`src/rtl/commit_tracer.sv`:
```
// commit_tracer
//   Captures retired-instruction records from the core into a small FIFO and
//   streams them to a trace sink with a valid/ready handshake. Also counts
//   retirements and lost records, and watches for ebreak (drain then halt) and
//   for a stalled core (watchdog timeout).
//
// Ports
//   clk, rst          : clock, synchronous active-low reset
//   commit            : retire strobe, one record per high cycle
//   commit_instr      : retired instruction word
//   commit_pc         : PC of the retired instruction
//   commit_pre_pc     : predicted next PC of the retired instruction
//   trace_valid       : a record is presented on trace_data
//   trace_ready       : sink accepts the presented record
//   trace_data        : {instr[159:128], pre_pc[127:64], pc[63:0]}
//   fifo_level        : current FIFO occupancy
//   retired_cnt       : commits observed while running (wraps)
//   drop_cnt          : records lost to overflow (saturates)
//   overflow          : sticky, a record has been lost
//   halted / timeout  : terminal-state flags
module commit_tracer #(
  parameter int unsigned DEPTH      = 8,
  parameter int unsigned WDOG_LIMIT = 1024
) (
  input  logic                     clk,
  input  logic                     rst,
  input  logic                     commit,
  input  logic [31:0]              commit_instr,
  input  logic [63:0]              commit_pc,
  input  logic [63:0]              commit_pre_pc,
  output logic                     trace_valid,
  input  logic                     trace_ready,
  output logic [159:0]             trace_data,
  output logic [$clog2(DEPTH):0]   fifo_level,
  output logic [63:0]              retired_cnt,
  output logic [31:0]              drop_cnt,
  output logic                     overflow,
  output logic                     halted,
  output logic                     timeout
);

  localparam int unsigned AW = $clog2(DEPTH);
  localparam int unsigned IW = $clog2(WDOG_LIMIT);
  localparam logic [31:0] EBREAK = 32'h00100073;

  typedef enum logic [1:0] {
    RUN     = 2'd0,
    DRAIN   = 2'd1,
    HALTED  = 2'd2,
    TIMEOUT = 2'd3
  } state_t;

  state_t state, stateNext;

  logic [159:0]  mem [DEPTH];
  logic [AW-1:0] wrPtr, rdPtr;
  logic [IW-1:0] idleCnt;

  logic fifoEmpty, fifoFull;
  logic pushReq, pushOk, pop, dropEv;
  logic isEbreak, wdogHit;

  // Handshake and FIFO control
  always_comb begin
    fifoEmpty = (fifo_level == '0);
    fifoFull  = (fifo_level == (AW+1)'(DEPTH));
    pop       = !fifoEmpty && trace_ready;
    pushReq   = (state == RUN) && commit;
    // A full FIFO still accepts the record when a slot frees in the same cycle.
    pushOk    = pushReq && (!fifoFull || pop);
    dropEv    = pushReq && !pushOk;
    isEbreak  = (commit_instr == EBREAK);
    wdogHit   = !commit && (idleCnt == IW'(WDOG_LIMIT - 1));
  end

  // Storage is never reset; the output mux masks it while empty.
  assign trace_valid = !fifoEmpty;
  assign trace_data  = fifoEmpty ? '0 : mem[rdPtr];

  always_ff @(posedge clk) begin
    if (rst && pushOk) begin
      mem[wrPtr] <= {commit_instr, commit_pre_pc, commit_pc};
    end
  end

  always_ff @(posedge clk) begin
    if (!rst) begin
      wrPtr      <= '0;
      rdPtr      <= '0;
      fifo_level <= '0;
    end else begin
      if (pushOk) wrPtr <= wrPtr + 1'b1;
      if (pop)    rdPtr <= rdPtr + 1'b1;
      case ({pushOk, pop})
        2'b10:   fifo_level <= fifo_level + 1'b1;
        2'b01:   fifo_level <= fifo_level - 1'b1;
        default: fifo_level <= fifo_level;
      endcase
    end
  end

  // Statistics and watchdog
  always_ff @(posedge clk) begin
    if (!rst) begin
      retired_cnt <= '0;
      drop_cnt    <= '0;
      overflow    <= 1'b0;
      idleCnt     <= '0;
    end else begin
      if (pushReq) retired_cnt <= retired_cnt + 64'd1;
      if (dropEv && (drop_cnt != '1)) drop_cnt <= drop_cnt + 32'd1;
      if (dropEv) overflow <= 1'b1;
      if (state == RUN) begin
        idleCnt <= commit ? '0 : idleCnt + 1'b1;
      end
    end
  end

  // State machine
  always_ff @(posedge clk) begin
    if (!rst) begin
      state   <= RUN;
      halted  <= 1'b0;
      timeout <= 1'b0;
    end else begin
      state   <= stateNext;
      halted  <= (stateNext == HALTED);
      timeout <= (stateNext == TIMEOUT);
    end
  end

  always_comb begin
    stateNext = state;
    case (state)
      RUN: begin
        // ebreak carries a commit, so it naturally wins over the watchdog.
        if (commit && isEbreak) stateNext = DRAIN;
        else if (wdogHit)       stateNext = TIMEOUT;
      end
      DRAIN: begin
        if (fifoEmpty) stateNext = HALTED;
      end
      HALTED:  stateNext = HALTED;
      TIMEOUT: stateNext = TIMEOUT;
      default: stateNext = RUN;
    endcase
  end

endmodule

```
`config.mk`:
```
export PLATFORM = sky130hd
export DESIGN_NAME = commit_tracer
export DESIGN_NICKNAME = d
export VERILOG_FILES = /design/src/rtl/commit_tracer.sv
export SDC_FILE = /design/constraint.sdc
export NUM_CORES = 1
export LEC_CHECK = 0
export BUFFER_PORTS_ARGS = -buffer_cell sky130_fd_sc_hd__buf_2
export CORE_MARGIN = 1
export CORE_UTILIZATION = 45
export DETAILED_ROUTE_END_ITERATION = 6
export PLACE_DENSITY_LB_ADDON = 0.25
export SLEW_MARGIN = 0
export SYNTH_ARGS = -nofsm -noshare
export SYNTH_HDL_FRONTEND = slang
export SYNTH_SLANG_ARGS = --single-unit
```
`constraint.sdc`:
```
create_clock -name clk -period 15.91 [get_ports clk]
set_clock_uncertainty 0.05 [all_clocks]
set_input_delay 0.7955 -clock clk [delete_from_list [all_inputs] [get_ports clk]]
set_output_delay 0.7955 -clock clk [all_outputs]
set_load 0.005 [all_outputs]
```
After elaboration in Yosys (flattened, before gate mapping):

Memory sizes are Yosys's and may differ from the RTL's. A register that Yosys moved wholly into a read port is not among the register bits.
Index checks and enable logic that the tools add are counted.

* register bits after elaboration: 121
* RAM bits: 1280
* input bits: 164
* output and inout port bits: 264
* word-level logic and storage cells: 56
* memories kept: 1

Memory list
* mem: words 8, width 160, rd ports 1, clocked after Yosys merged registers in 1, wr ports 1, RTL line 55 `logic [159:0] mem [DEPTH];`

* add/sub/neg operators: 7
* eq/ne operators: 11
* multiplexer cells: 11
* reduce and logical (&&, ||, !) cells: 16

Operators with widths (number)
* $mux 160: 1
* $add 64x1->64 const B: 1
* $add 32x1->32 const B: 1
* $eq 32x21->1 const B: 1
* $ne 32x32->1 const B: 1
* $add 10x1->10 const B: 1
* $eq 10x10->1 const B: 1
* $eq 2x2->1 const B: 5
* $mux 10: 1
* $logic_and 1x1->1: 8
* $pmux 2 s4: 1
* $pmux 4 s2: 1
* $add 3x1->3 const B: 2
* $mux 2: 3
* $mux 3: 2
* $add 4x1->4 const B: 1
* $eq 2x1->1 const B: 2
* $eq 4x4->1 const B: 1
* $logic_not 1->1: 4
* $logic_not 4->1: 1
* $sub 4x1->4 const B: 1
* $logic_not 2->1: 1
* $mux 1: 2
* $reduce_bool 2->1: 1
* $logic_or 1x1->1: 1

Depth between registers and ports, before layout:

Gate-level depths: netlist (run 1).

* word-level depth: 8
* mapped depth: 9
* gate-level depth less buffers: 8

Worst setup path before layout (run 1):

No wires, ideal clock.

* path kind: input to register
* start point: input port commit
* end point: memory mem[2][0] (enable)
* library setup time: 1071 ps
* arrival: 16452 ps
* data required time: 14789 ps
* slack: -1663 ps
* stages: 3
* buffers on the path: 0
* cells stage by stage: nor3b_4 -> nand2_1 -> nor4_1

* word-level cells in the longest chain between the ends: 5

RTL lines
* from (decl): RTL line 27 `input logic commit,`
* $logic_and 1x1->1: RTL line 68 `pushReq = (state == RUN) && commit;`
* $logic_and 1x1->1: RTL line 70 `pushOk = pushReq && (!fifoFull || pop);`
* $logic_and 1x1->1: RTL line 81 `if (rst && pushOk) begin`
* $mux 1: RTL line 81
* $mux 1 (implied by the code): RTL line 82 `mem[wrPtr] <= {commit_instr, commit_pre_pc, commit_pc};`
* to (decl): RTL line 55

Every way passes these cells.

==> results.toml, run 1 <==
[power]
seq_power_share_pct = 43.6
p_int_mw = 6.95
p_switching_mw = 2.66
p_total_mw = 9.61
leakage_nw = 20.1
ir_drop_mv = 0.128
pwr-share-clk_pct = 34.0
switching_share_pct = 27.7
power_density_mw_per_mm2 = 152
p_comb_share_pct = 22.3

[clock_network]
cts_root_buf = "clkbuf_16"
clock_path_buffers = 3
tritoncts = "built"
clkTransAtPathRegs_ns = 0.06
clkLatencyLatePin_ns = 0.75
cts_sinks = 1404
htreeDepth = 4
cts_hold_buf = 0
cts_made_buffers = 147
cts_setup_buffers = 0
ctsResizeCount = 0

[synthesis]
ys_seq_elements = 1404
synth_fp_nets = 2915
async_flop_share_pct = 0
synthTopCellsByCount = "edfxtp_1 (1280), mux4_2 (320), nor2_1 (244)"
synth_top_area_cell = "edfxtp_1"
seq_area_frac_synth_pct = 75.3
ys.flop_type = "edfxtp_1"
yosys.area.top_type_share_pct = 70.7
synth_cells = 2743
synth.avg_cell_area_sq_um = 19.8
yosysMostFrequentCell = "edfxtp_1"
yosysWarnings = 0
synth.area.top_cells = "edfxtp_1 (71%), mux4_2 (13%), dfxtp_1 (4.6%)"
synthDistinctLibCells = 64
synth_edf_count = 1280
syn_area_sq_mm = 0.0544

[detailed_routing]
totalWireLength_um = 127000
wl_per_cell_um = 25.5
drt_iter0_drc = 2050
postRouteAntennaNets = 0
num_vias = 28100
route.detailed.drc = 0
routed_via_density = 5.66
dr.pass1.iters = 7

[worst_setup_path]
crit_slowest_cell = "dfxtp_4"
slowest_delay_ns = 0.94
cpMostUsedCell = "buf_4"
rr_startpoint = "state[0]"
crit_required_ns = 15.06
cp_cell_sequence = "buf_4, buf_4, mux4_2, mux2i_1, nor2_1, buf_2"
cp_top_family = "buffers and inverters"
r2r_cells = 6
cp_num_buf_inv = 3
start_kind = "flip-flop"
reg2reg_to = "mem[6][158]"
cp.arrival_ns = 4.58
endpoint_kind = "primary output"
rrSetupSlack_ns = 11.22
crit_type = "flip-flop to primary output"
critPathMaxFanout = 48

[global_routing]
grt_pass1_vias = 29500
grt_max_degree = 123
grt_usage_pct = 20.8
grt_overflow = 0
antenna_found_initial = 39
grt_pass1_wl_um = 188000

[sta]
min_period_over_period_pct = 34.1
worstMarginPinSlew_ns = 1.12
setup_violations = 0
tns_ns = 0
fmax_mhz = 184
timing.final.max_slew_violations = 0
rsz0062_at_grt = "false"
min_period_ns = 5.43
slew_headroom_pct = 25.5
finalHoldViolations = 0

[run]
maxCapViolations = 0

[min_path]
holdPathEnd = "mem[7][25]"
worstHoldStart = "commit_pc[25]"
whs_path_depth = 1
hold_path.class = "primary input to flip-flop"

[place]
port_buffers = 427
dpl.hpwl_um = 71900
gp_congestion = 0.800
postPlaceCellArea_sq_mm = 0.0584
dp_cells = 4694

[final_layout]
fillers = 9536
final_cells = 4969
drive_gt1_share_pct = 30.4
final_nets = 3403
area_growth_pct = 15.9
fin_area_sq_mm = 0.0630

[floorplan]
die_w_um = 350
coreArea_sq_mm = 0.120
start_util_pct = 45.4
die-area_sq_mm = 0.122
die-height_um = 350
io_pins = 428
rows = 127

[status]
status = "finished clean"
## worst register-to-register path: cells and delay by family (launching register included)
family / cells / cell delay, ns
AOI/OAI and AO/OA: 1 / 0.32
buffers and inverters: 2 / 1.80
DFF: 1 / 0.40
and+or+nand+nor: 3 / 1.65
## cell families (layout without fill, tap and decap cells)
family / after synthesis / in the layout / share of synthesized area, %
other cells: 0 / 9 / 0
fa+ha+maj: 8 / 8 / 0.198
compound gates: 117 / 117 / 1.28
buf+inv: 146 / 751 / 1.13
flops: 1404 / 1404 / 75.3
simple gates: 523 / 523 / 4.89
xor+xnor: 61 / 61 / 0.983
mux: 484 / 484 / 16.3
## layout by cell type (no fill, tap or decap), types with 11 or more instances in the layout
cell type	netlist	routed
mux2i_1	164	164
mux4_2	320	320
nand2_1	63	63
nand3_1	33	33
clkbuf_1	62	38
o31ai_1	12	12
clkinv_2	0	19
o21ai_0	27	27
or4_1	13	13
a21oi_1	51	51
and2_1	11	11
xnor2_1	31	31
nor4_1	20	18
edfxtp_1	1280	1280
buf_2	33	427
or3_1	31	31
clkbuf_16	0	149
nor2_1	244	241
buf_4	2	37
inv_1	16	15
nand4_1	44	44
xor2_1	30	30
clkinv_1	0	33
dfxtp_1	124	121
## power by group through the flow
stage | combinational (mW) | clock, mW | sequential (mW)
floorplan | 1.37 | 0 | 4.25
global placement | 2.19 | 0 | 4.27
detailed placement | 2.20 | 0 | 4.28
CTS | 2.21 | 3.35 | 4.20
global route | 2.34 | 3.48 | 4.21
finish | 2.15 | 3.27 | 4.19
## how the worst max path moves through the flow
stage,start,cells after the start,end
2_1_floorplan,commit,4,mem[6][0]
3_3_place_gp,commit,7,mem[6][83]
3_5_place_dp,commit,7,mem[6][83]
4_1_cts,flip-flop,6,trace_data[101]
5_1_grt,flip-flop,6,trace_data[101]
6_report,flip-flop,6,trace_data[101]
## registers in the layout (all words and copies together), names as in the netlist, named ones only
signal,cells
drop_cnt,32
fifo_level,4
halted,1
idleCnt,10
mem,1280
overflow,1
rdPtr,3
retired_cnt,64
state,2
timeout,1
wrPtr,3
## area by class of cell
cell class | count | area, sq um | share of cell area (%)
flip-flops and latches | 1404 | 40900 | 64.9
well taps | 1612 | 2020 | 3.20
clock inverters | 76 | 681 | 1.08
repair buffers | 468 | 2490 | 3.96
diodes | 9 | 22.5 | 0.0357
inverters | 17 | 63.8 | 0.101
multi-input cells | 1193 | 12900 | 20.5
clock buffers | 190 | 3910 | 6.21
## through the flow
stage / hold slack [ns] / utilization [%] / worst slack (ns)
global placement: 0.412 / 48.8 / 10.68
CTS: 0.196 / 52.6 / 10.07
detailed placement: 0.411 / 48.8 / 10.65
finish: 0.260 / 52.6 / 10.48
floorplan: 0.399 / - / 2.41
global route: 0.226 / 52.6 / 9.85
## routing by layer
metal | share of wire (%) | vias to the layer above | GRT usage (%)
met5 | 0.20 | - | 0
met4 | 2.3 | 38 | 5.97
met2 | 50 | 845 | 34.8
met1 | 41 | 14900 | 27.0
met3 | 6.6 | 233 | 5.05
li1 | - | 12200 | -
No activity file was read; power rests on OpenSTA's default activity.
==> inputs of run 2 (changes only) <==
==> constraint.sdc (replaced) <==
create_clock -name clk -period 4.9 [get_ports clk]
set_clock_uncertainty 0.05 [all_clocks]
set_input_delay 0.245 -clock clk [delete_from_list [all_inputs] [get_ports clk]]
set_output_delay 0.245 -clock clk [all_outputs]
set_load 0.005 [all_outputs]
==> run 2 against run 1 <==
Against the previous run: clock power increased to 3.3 times the previous value; sequential power increased to 3.2 times the previous value; global-route usage decreased by 0.28 points; largest power group unchanged; critical endpoint is now trace_data[22]; setup slack got worse by 9.2 ns; sequential cell count unchanged; combinational power increased to 3.4 times the previous value; hold slack improved by 0.0036 ns.
==> results.toml, run 2 (synthesized netlist as in run 1, its figures left out) <==
[floorplan]
rows = 127
start_util_pct = 45.4
coreArea_sq_mm = 0.120
io_pins = 428
die-area_sq_mm = 0.122
die_w_um = 350
die-height_um = 350

[clock_network]
cts_setup_buffers = 0
clkLatencyLatePin_ns = 0.73
clkTransAtPathRegs_ns = 0.06
htreeDepth = 4
cts_made_buffers = 145
clock_path_buffers = 3
cts_root_buf = "clkbuf_16"
tritoncts = "built"
ctsResizeCount = 0
cts_hold_buf = 163
cts_sinks = 1404

[worst_setup_path]
critPathMaxFanout = 30
cp_cell_sequence = "buf_4, mux4_2, mux2i_1, nor2_1, buf_2"
crit_slowest_cell = "dfxtp_4"
cp_top_family = "multiplexers"
rr_startpoint = "state[0]"
start_kind = "flip-flop"
endpoint_kind = "primary output"
crit_type = "flip-flop to primary output"
r2r_cells = 5
cp_num_buf_inv = 2
slowest_delay_ns = 0.74
reg2reg_to = "mem[4][20]"
crit_required_ns = 4.61
rrSetupSlack_ns = 2.00
cp.arrival_ns = 3.31

[place]
port_buffers = 427
dpl_worst_slack_ns = 1.91
dpl.hpwl_um = 71000
dp_cells = 4713
gp_congestion = 0.807

[global_routing]
grt_pass1_vias = 29800
grt_pass1_wl_um = 187000
grt_usage_pct = 20.5
grt_overflow = 0
grt_max_degree = 101
antenna_found_initial = 17

[detailed_routing]
dr.pass1.iters = 5
num_vias = 28600
drt_iter0_drc = 2053
route.detailed.drc = 0
postRouteAntennaNets = 0
routed_via_density = 5.57
wl_per_cell_um = 24.3
totalWireLength_um = 125000

[power]
p_total_mw = 31.6
leakage_nw = 21.0
ir_drop_mv = 0.469
power_density_mw_per_mm2 = 485

[sta]
finalHoldViolations = 0
setup_violations = 0
tns_ns = 0
setup_ws_ns = 1.29
fmax_mhz = 277
min_period_over_period_pct = 73.6
min_period_ns = 3.61
worstMarginPinSlew_ns = 1.17
whs_ns = 0.264
rsz0062_at_grt = "false"
slew_headroom_pct = 21.5
timing.final.max_slew_violations = 0

[min_path]
holdPathEnd = "mem[0][77]"
whs_path_depth = 2
hold_path.class = "primary input to flip-flop"
worstHoldStart = "commit_pre_pc[13]"

[final_layout]
drive_gt1_share_pct = 29.6
final_nets = 3583
final_common_cell = "edfxtp_1"
largest_reg_flops = 1280
top_regs = "mem (1280), retired_cnt (64), drop_cnt (32)"
final_cells = 5141
final_cell_mix = "edfxtp_1 (1280), buf_2 (427), mux4_2 (320), nor2_1 (241), mux2i_1 (164)"
top_register = "mem"
area_growth_pct = 19.9

[run]
maxCapViolations = 0

[status]
status = "finished clean"
-- run 2: changes by cell type in the layout (fill, tap and decap cells not counted), moves of 4 or more --
cell and delta:
buf_12 +24, buf_4 -5, bufinv_16 +5, clkbuf_1 -15
clkinv_1 +4, clkinv_2 -4, dlygate4sd3_1 +163, inv_16 -4
nor3_2 -4, nor3_4 +4
-- run 2: routing by layer --
| layer | part of all wire [%] | GRT usage, % |
|---|---|---|
| met5 | 0.094 | 0 |
| met4 | 1.9 | 5.29 |
| met3 | 6.0 | 4.34 |
| met2 | 51 | 35.1 |
| met1 | 41 | 26.7 |
-- run 2: layout make-up --
class	instances	area, sq um
Clock inverter	79	754
Timing Repair Buffer	650	4570
Sequential cell	1404	40900
Antenna cell	8	20.0
Inverter	17	63.8
Tap cell	1612	2020
Clock buffer	178	3890
Multi-Input combinational cell	1193	13000
Fill cell	9310	54600
-- run 2: how the worst max path moves through the flow --
stage,startpoint,endpoint,slack (ns),depth (start not counted)
2_1_floorplan,state[1],mem[2][0],-1.63,4
3_3_place_gp,state[0],mem[4][109],1.94,5
3_5_place_dp,state[0],mem[4][109],1.91,5
4_1_cts,flip-flop,trace_data[22],1.18,5
5_1_grt,flip-flop,trace_data[22],1.05,5
6_report,flip-flop,trace_data[22],1.29,5
-- run 2: power by group --
part	total, mW	switching [mW]	leakage [nW]	internal (mW)
logic	7.30	3.92	6.18	3.38
registers	13.6	0.227	12.6	13.4
clock network	10.7	4.43	2.26	6.28
-- run 2: metrics by stage --
step / utilization, % / instance area [sq um]
3_5_place_dp: 49.2 / 58900
3_3_place_gp: 49.2 / 58900
4_1_cts: 54.4 / 65200
5_1_grt: 54.4 / 65200
2_1_floorplan: - / 54500
6_report: 54.4 / 65200
